===== src/rtl/inv_chain_freq_meter.sv =====
// ---------------------------------------------------------------------------
// inv_chain_freq_meter
//
// Measurement companion for the analog inverter-chain test structures.
// A programmable divider produces a square-wave stimulus for the chain input.
// One of NUM_CH digitised chain outputs is resynchronised and its edges are
// counted over a gate window of G clock cycles. A saturating count is
// returned with a busy/done handshake.
//
// Ports
//   clk        system clock
//   rst_n      asynchronous active-low reset
//   ena        block enable; low aborts any measurement and holds IDLE
//   ch_in      asynchronous digitised inverter outputs, one bit per channel
//   ch_sel     channel to measure (latched on start)
//   edge_mode  00 rise, 01 fall, 10 both, 11 rise (latched on start)
//   gate_len   gate window length in clk cycles (latched on start)
//   start      level request, only sampled while IDLE
//   stim_en    stimulus divider enable
//   stim_div   stimulus toggles every stim_div+1 cycles
//   stim_out   stimulus to the inverter chain input
//   busy       high during ARM and COUNT
//   done       one-cycle pulse, result/overflow valid
//   result     last completed count, held until the next done
//   overflow   counter saturated during the last measurement
//
// Timing, with start accepted in cycle T and gate length G:
//   ARM   cycles T+1, T+2
//   COUNT cycles T+3 .. T+2+G
//   DONE  cycle  T+3+G   (T+1 when G==0)
// ---------------------------------------------------------------------------
module inv_chain_freq_meter #(
  parameter int NUM_CH      = 4,
  parameter int CNT_W       = 16,
  parameter int GATE_W      = 16,
  parameter int SYNC_STAGES = 2
) (
  input  logic                      clk,
  input  logic                      rst_n,
  input  logic                      ena,
  input  logic [NUM_CH-1:0]         ch_in,
  input  logic [$clog2(NUM_CH)-1:0] ch_sel,
  input  logic [1:0]                edge_mode,
  input  logic [GATE_W-1:0]         gate_len,
  input  logic                      start,
  input  logic                      stim_en,
  input  logic [7:0]                stim_div,
  output logic                      stim_out,
  output logic                      busy,
  output logic                      done,
  output logic [CNT_W-1:0]          result,
  output logic                      overflow
);

  localparam int SEL_W = $clog2(NUM_CH);

  typedef enum logic [2:0] {
    ST_IDLE  = 3'd0,
    ST_ARM1  = 3'd1,
    ST_ARM2  = 3'd2,
    ST_COUNT = 3'd3,
    ST_DONE  = 3'd4
  } state_t;

  // Saturating increment: returns {saturated, next_value}. At all-ones the
  // value holds and the saturation bit is raised.
  function automatic logic [CNT_W:0] sat_inc(input logic [CNT_W-1:0] v);
    if (&v)
      sat_inc = {1'b1, v};
    else
      sat_inc = {1'b0, v + 1'b1};
  endfunction

  // Edge qualification of the selected channel against its previous value.
  function automatic logic edge_hit(input logic       cur,
                                    input logic       prev,
                                    input logic [1:0] mode);
    case (mode)
      2'b01:   edge_hit = prev & ~cur;
      2'b10:   edge_hit = prev ^ cur;
      default: edge_hit = cur & ~prev;
    endcase
  endfunction

  state_t               state_q;
  logic [SEL_W-1:0]     ch_q;
  logic [1:0]           mode_q;
  logic [GATE_W-1:0]    gate_cnt_q;
  logic [CNT_W-1:0]     cnt_q;
  logic                 ovf_q;

  logic [NUM_CH-1:0]    sync_q [SYNC_STAGES];
  logic                 sel_p0;
  logic                 prev_p1;
  logic                 edge_p1;

  logic [CNT_W:0]       sat_p1;
  logic [CNT_W-1:0]     cnt_nxt;
  logic                 ovf_nxt;

  logic [7:0]           div_cnt_q;
  logic [7:0]           div_q;

  // ---- stage p0: synchronisers, free-running on every channel -------------
  always_ff @(posedge clk or negedge rst_n) begin
    if (!rst_n) begin
      for (int i = 0; i < SYNC_STAGES; i++)
        sync_q[i] <= '0;
    end else begin
      sync_q[0] <= ch_in;
      for (int i = 1; i < SYNC_STAGES; i++)
        sync_q[i] <= sync_q[i-1];
    end
  end

  // Explicit decode keeps an out-of-range selection (non power-of-two
  // NUM_CH) reading as a constant low instead of an undefined bit.
  always_comb begin
    sel_p0 = 1'b0;
    for (int i = 0; i < NUM_CH; i++)
      if (ch_q == SEL_W'(i))
        sel_p0 = sync_q[SYNC_STAGES-1][i];
  end

  // ---- stage p1: registered edge detect -----------------------------------
  // prev_p1 tracks the selected bit every cycle, so by the second ARM cycle
  // the history already belongs to the newly latched channel. The compare
  // made in the first ARM cycle mixes old and new channels and is dropped.
  always_ff @(posedge clk or negedge rst_n) begin
    if (!rst_n) begin
      prev_p1 <= 1'b0;
      edge_p1 <= 1'b0;
    end else begin
      prev_p1 <= sel_p0;
      edge_p1 <= (state_q == ST_ARM1) ? 1'b0 : edge_hit(sel_p0, prev_p1, mode_q);
    end
  end

  always_comb begin
    sat_p1  = sat_inc(cnt_q);
    cnt_nxt = cnt_q;
    ovf_nxt = ovf_q;
    if (edge_p1) begin
      cnt_nxt = sat_p1[CNT_W-1:0];
      ovf_nxt = ovf_q | sat_p1[CNT_W];
    end
  end

  // ---- stage p2: measurement FSM, counter and result registers ------------
  // result/overflow load from cnt_nxt so the edge seen in the final COUNT
  // cycle is included on the same edge that raises done.
  always_ff @(posedge clk or negedge rst_n) begin
    if (!rst_n) begin
      state_q    <= ST_IDLE;
      ch_q       <= '0;
      mode_q     <= 2'b00;
      gate_cnt_q <= '0;
      cnt_q      <= '0;
      ovf_q      <= 1'b0;
      busy       <= 1'b0;
      done       <= 1'b0;
      result     <= '0;
      overflow   <= 1'b0;
    end else if (!ena) begin
      state_q <= ST_IDLE;
      busy    <= 1'b0;
      done    <= 1'b0;
    end else begin
      case (state_q)
        ST_IDLE: begin
          done <= 1'b0;
          if (start) begin
            ch_q       <= ch_sel;
            mode_q     <= edge_mode;
            gate_cnt_q <= gate_len;
            cnt_q      <= '0;
            ovf_q      <= 1'b0;
            if (gate_len == '0) begin
              state_q  <= ST_DONE;
              done     <= 1'b1;
              result   <= '0;
              overflow <= 1'b0;
            end else begin
              state_q <= ST_ARM1;
              busy    <= 1'b1;
            end
          end
        end
        ST_ARM1: begin
          cnt_q   <= '0;
          ovf_q   <= 1'b0;
          state_q <= ST_ARM2;
        end
        ST_ARM2: begin
          cnt_q   <= '0;
          ovf_q   <= 1'b0;
          state_q <= ST_COUNT;
        end
        ST_COUNT: begin
          cnt_q <= cnt_nxt;
          ovf_q <= ovf_nxt;
          if (gate_cnt_q == GATE_W'(1)) begin
            state_q  <= ST_DONE;
            busy     <= 1'b0;
            done     <= 1'b1;
            result   <= cnt_nxt;
            overflow <= ovf_nxt;
          end else begin
            gate_cnt_q <= gate_cnt_q - 1'b1;
          end
        end
        ST_DONE: begin
          done    <= 1'b0;
          state_q <= ST_IDLE;
        end
        default: begin
          state_q <= ST_IDLE;
          busy    <= 1'b0;
          done    <= 1'b0;
        end
      endcase
    end
  end

  // ---- stimulus divider ---------------------------------------------------
  // div_q captures stim_div only at a wrap (or while disabled), so a new
  // divide ratio never truncates or stretches the half-period in flight.
  always_ff @(posedge clk or negedge rst_n) begin
    if (!rst_n) begin
      div_cnt_q <= 8'd0;
      div_q     <= 8'd0;
      stim_out  <= 1'b0;
    end else if (!stim_en) begin
      div_cnt_q <= 8'd0;
      div_q     <= stim_div;
    end else if (div_cnt_q == div_q) begin
      div_cnt_q <= 8'd0;
      div_q     <= stim_div;
      stim_out  <= ~stim_out;
    end else begin
      div_cnt_q <= div_cnt_q + 8'd1;
    end
  end

endmodule


===== config.mk =====
export PLATFORM = sky130hd
export DESIGN_NAME = inv_chain_freq_meter
export DESIGN_NICKNAME = d
export VERILOG_FILES = /design/src/rtl/inv_chain_freq_meter.sv
export SDC_FILE = /design/constraint.sdc
export NUM_CORES = 1
export LEC_CHECK = 0
export CELL_PAD_IN_SITES_DETAIL_PLACEMENT = 2
export CELL_PAD_IN_SITES_GLOBAL_PLACEMENT = 2
export CORE_MARGIN = 2
export CORE_UTILIZATION = 35
export CTS_CLUSTER_SIZE = 28
export DETAILED_ROUTE_END_ITERATION = 8
export GPL_TIMING_DRIVEN = 0
export HOLD_SLACK_MARGIN = 0.06
export PLACE_DENSITY_LB_ADDON = 0.1
export SYNTH_ARGS = -nofsm -noshare
export SYNTH_HDL_FRONTEND = slang
export SYNTH_SLANG_ARGS = --single-unit

===== constraint.sdc =====
create_clock -name clk -period 2.3 [get_ports clk]
set_input_delay 0.69 -clock clk [delete_from_list [all_inputs] [get_ports clk]]
set_output_delay 0.69 -clock clk [all_outputs]
set_load 0.005 [all_outputs]

Yosys cells after proc, flatten, opt, wreduce, memory -nomap -nowiden --
Index checks and enable logic that the tools add are counted.
Storage, ports and cells: logic and storage cells 107, output and inout bits 20, flip-flop bits (word level) 86
Cells by class: bitwise logic cells 7, $add $sub $neg 3, equal/unequal tests 21, mux-type cells 43, reductions and logical operators 16
Operator list (count):
- 16-bit 2-to-1 mux | 7
- 16-bit case mux with 2 select lines | 2
- 16-bit case mux with 3 select lines | 1
- 8-bit 2-to-1 mux | 4
- 1-bit 2-to-1 mux | 18
- 17-bit 2-to-1 mux | 1
- 16-bit by 1-bit adder with 16-bit output (second input constant) | 1
- 16-bit by 1-bit equality test with 1-bit output (second input constant) | 1
- 16-bit logical NOT | 1
- 16-bit AND reduction | 1
- 16-bit by 1-bit subtractor with 16-bit output (second input constant) | 1
- 3-bit 2-to-1 mux | 4
- 2-bit != test (second input constant) | 6
- 3-bit case mux with 4 select lines | 1
- 3-bit != test (second input constant) | 3
- 1-bit case mux with 3 select lines | 3
- 8-bit by 1-bit adder with 8-bit output (second input constant) | 1
- 8-bit equality test | 1
- 4-bit AND reduction | 2
- 2-bit equality test (second input constant) | 3
- 3-bit by 2-bit equality test with 1-bit output (second input constant) | 2
- 2-bit AND reduction | 3
- 3-bit AND reduction | 2
- 5-bit AND reduction | 1
- other kinds (15) | 20

Longest topological paths before layout --
depth after elaboration 9, depth in mapped cells 10, depth with buffers taken out 8

Worst setup path after synthesis --
OpenSTA, ideal clock, no wires.
path kind input port to flip-flop, from in gate_len[3], to reg result[5], library setup time 0.125 ns, path slack 0.125 ns, arrival 2.050 ns, path buffers 2, stages 8, cell sequence nor4_1 -> nand4_1 -> or2_1 -> buf_6 -> and2_4 -> buf_8 -> inv_6 -> mux2_4
Between the ends: longest elaborated chain between the ends 3
RTL lines:
- from (decl) | RTL line 44 | input logic [GATE_W-1:0] gate_len,
- 16-bit logical NOT | RTL line 178 | if (gate_len == '0) begin
- 2-bit != test (no source line)
- 5-bit AND reduction (no source line)
- to (signal assigned) | RTL line 206 | result <= cnt_nxt;
- to (decl) | RTL line 51 | output logic [CNT_W-1:0] result,
No other way between the ends. A chain may end at the register's enable or synchronous reset.

Worst setup path after layout --
from in gate_len[6], to reg result[5]
Same word-level chain as after synthesis.

==> impl_metrics.yaml <==
critical_path:
  crit_start: "gate_len[6]"
  start_kind: "input pin"
  timing.rr.start: "gate_cnt_q[8]$_DFFE_PN0P_"
  crit_fanout: 7
  worstSetupEndpoint: "result[5]$_DFFE_PN0P_"
  r2r_end: "result[5]$_DFFE_PN0P_"
  crit_path_end_kind: "flop"
  r2r_slack_ns: 0.08
  critPathArrivalTime_ns: 2.51
  worstSetupPathType: "input pin to flop"
  worstPathRequired_ns: 2.54
  r2r_cells: 7
power:
  p_leak_nw: 2.367
  max-vdd-ir-drop_mv: 0.3413
  powerDensity_nw_per_um2: 696.4
placed_design:
  port-buffer-count: 56
  placed_area_um2: 5356
  pre_cts_slack_ns: -0.7839
  gp_congestion: 0.8411
  dp_hpwl_um: 9888
synth:
  syn_avg_cell_area_um2: 9.990
  synth_area_leader_cell: "dfrtp_1"
  synth_area_um2: 4556
  synthFlopType: "dfrtp_1"
  netlist_top_cells_count: "dfrtp_1 (86), a21oi_1 (40), nor2_1 (32)"
  yosys.cell_count.top_type: "dfrtp_1"
  synth_seq_area_share: 0.4724
  yosysWarnings: 0
  synth_edf_count: 0
  yosysUniqueCellTypes: 67
  async_flop_share: 1.000
  synthCells: 456
  synth_top_area_frac: 0.4724
  synth_nets: 501
  yosys-top-cells-area: "dfrtp_1 (47%), a21oi_1 (4.4%), mux2_2 (3.5%)"
  ys_ff_latch: 86
final_layout:
  syn_to_final_growth_pct: 27.03
  drive_gt1_frac: 0.1632
  final_area_um2: 5787
  fillers: 1349
  num_antenna_cells: 0
  final_nets: 573
global_routing:
  grt-ovfl-total: 0
  grt_pass1_vias: 4304
  antenna_found_initial: 0
  grt_pass1_wl_um: 23000
  grtUsageTotal: 0.2086
  grt_max_degree: 64
sta:
  layout_setup_ws_ns: 0.02353
  slew_viol_final: 0
  fin_crit_ns: 2.276
  slew_headroom: 0.4186
  fmax_mhz: 439.3
  setup_viol: 0
  skew_ns: 0.008480
  fin_crit_sh: 0.9898
  worst_pin_slew_ns: 0.8668
  setup-tns-final_ns: 0
  hold_viol: 0
floorplan:
  start_util: 0.3595
  fp.coreArea_um2: 12670
  die_y_um: 118.1
  rows: 41
  dieArea_um2: 13940
  io_pins: 57
  fp.dieW_um: 118.1
clock_network:
  cts_sinks: 86
  cts_buffers: 9
  clk_pin_slew_ns: 0.07
  cts_buffer_depth: 2
  clk_latency_ns: 0.35
  root_buffer: "clkbuf_16"
  htreeDepth: 3
  holdBufCountCts: 0
  cts_tree: "done"
detailed_routing:
  vias: 3903
  wl_um: 14140
  route.detailed.drc: 0
  avgRoutedWirePerCell_um: 20.06
  antenna_left: 0
  firstDrtPassIters: 4
  via_per_inst: 5.536
  drtIter0Drc: 171
run:
  maxCapViolCount: 0
worst_hold_path:
  hold_class: "input pin to async pin"
run_status:
  run_status: "finished, final reports clean"
==> cell families after synthesis <==
family	synth area share
AOI/OAI and AO/OA	0.1686
xor gates and xnor gates	0.04230
adders and majority gates	0.02197
buffers and inverters	0.04120
DFF	0.4724
muxes	0.04834
and+or+nand+nor	0.2052
==> state kept, by name, summed over array words and instances, names as in the netlist <==
name and flops:
cnt_q 16, result 16, busy 1, ch_q 2, stim_out 1, mode_q 2
edge_p1 1, sync_q 8, gate_cnt_q 16, ovf_q 1, state_q 3, done 1
overflow 1, div_q 8, div_cnt_q 8, prev_p1 1
==> area by class of cell <==
type | count | area [µm²] | share of cell area
clock inverters | 5 | 63.81 | 0.01103
well taps | 172 | 215.2 | 0.03719
clock buffers | 11 | 242.7 | 0.04195
plain buffers | 25 | 151.4 | 0.02616
flip-flops and latches | 86 | 2152 | 0.3719
inverters | 9 | 38.79 | 0.006703
repair buffers | 61 | 598.1 | 0.1034
multi-input cells | 336 | 2325 | 0.4017
==> worst max-delay path, cell delays in order <==
cell	delay (ns)
dlygate4sd2_1	0.26
nor4_2	0.34
nand4_1	0.18
or2_1	0.25
buf_6	0.13
and2_4	0.15
buf_8	0.14
inv_6	0.07
mux2_4	0.29
==> stage by stage <==
stage / power (mW) / hold slack [ns] / utilization / cells
3_3_place_gp: 2.442 / 0.3328 / 0.4208 / 684
6_report: 4.030 / 0.2413 / 0.4567 / 705
4_1_cts: 4.059 / 0.2411 / 0.4513 / 705
3_5_place_dp: 2.493 / 0.3403 / 0.4227 / 685
2_1_floorplan: 2.212 / 0.3312 / - / 456
5_1_grt: 4.221 / 0.2542 / 0.4567 / 705
==> power by group <==
group / internal (mW) / switching [mW]
Clock: 0.883 / 0.653
Combinational: 0.300 / 0.339
Sequential: 1.67 / 0.187
==> worst min-delay path by stage <==
stage | startpoint | slack (ns) | endpoint
finish | rst_n | 0.24 | result[13]$_DFFE_PN0P_
global placement | sync_q[5]$_DFF_PN0_ | 0.33 | sync_q[1]$_DFF_PN0_
floorplan | sync_q[4]$_DFF_PN0_ | 0.33 | sync_q[0]$_DFF_PN0_
CTS | rst_n | 0.24 | result[13]$_DFFE_PN0P_
global route | rst_n | 0.25 | cnt_q[11]$_DFFE_PN0P_
detailed placement | sync_q[4]$_DFF_PN0_ | 0.34 | sync_q[0]$_DFF_PN0_
==> layer usage <==
metal,track usage,share of wire,up-vias
met4,0.05497,0.0090,0
met1,0.2616,0.43,2012
li1,-,-,1824
met3,0.03876,0.036,8
met2,0.3671,0.52,59
met5,0,0,-
==> placed cells by master, fill, tap and decap left out, drive strengths merged, types with 11 or more instances in the layout <==
cell type,n
nand2,31
buf,20
a31oi,11
clkdlybuf4s50,38
nand3,30
nor2,32
dfrtp,86
a21oi,40
o21ai,31
mux2,16
inv,11
clkbuf,22
xor2,15
nor4,15
dlygate4sd2,16
==> timing repair <==
action / CTS / global route
buffers inserted: 4 / 0
endpoints found under the setup margin: 27 / 35
pin swaps: 7 / 4
resized for setup: 25 / 14
Note: power is estimated with default switching activity, not from simulation.
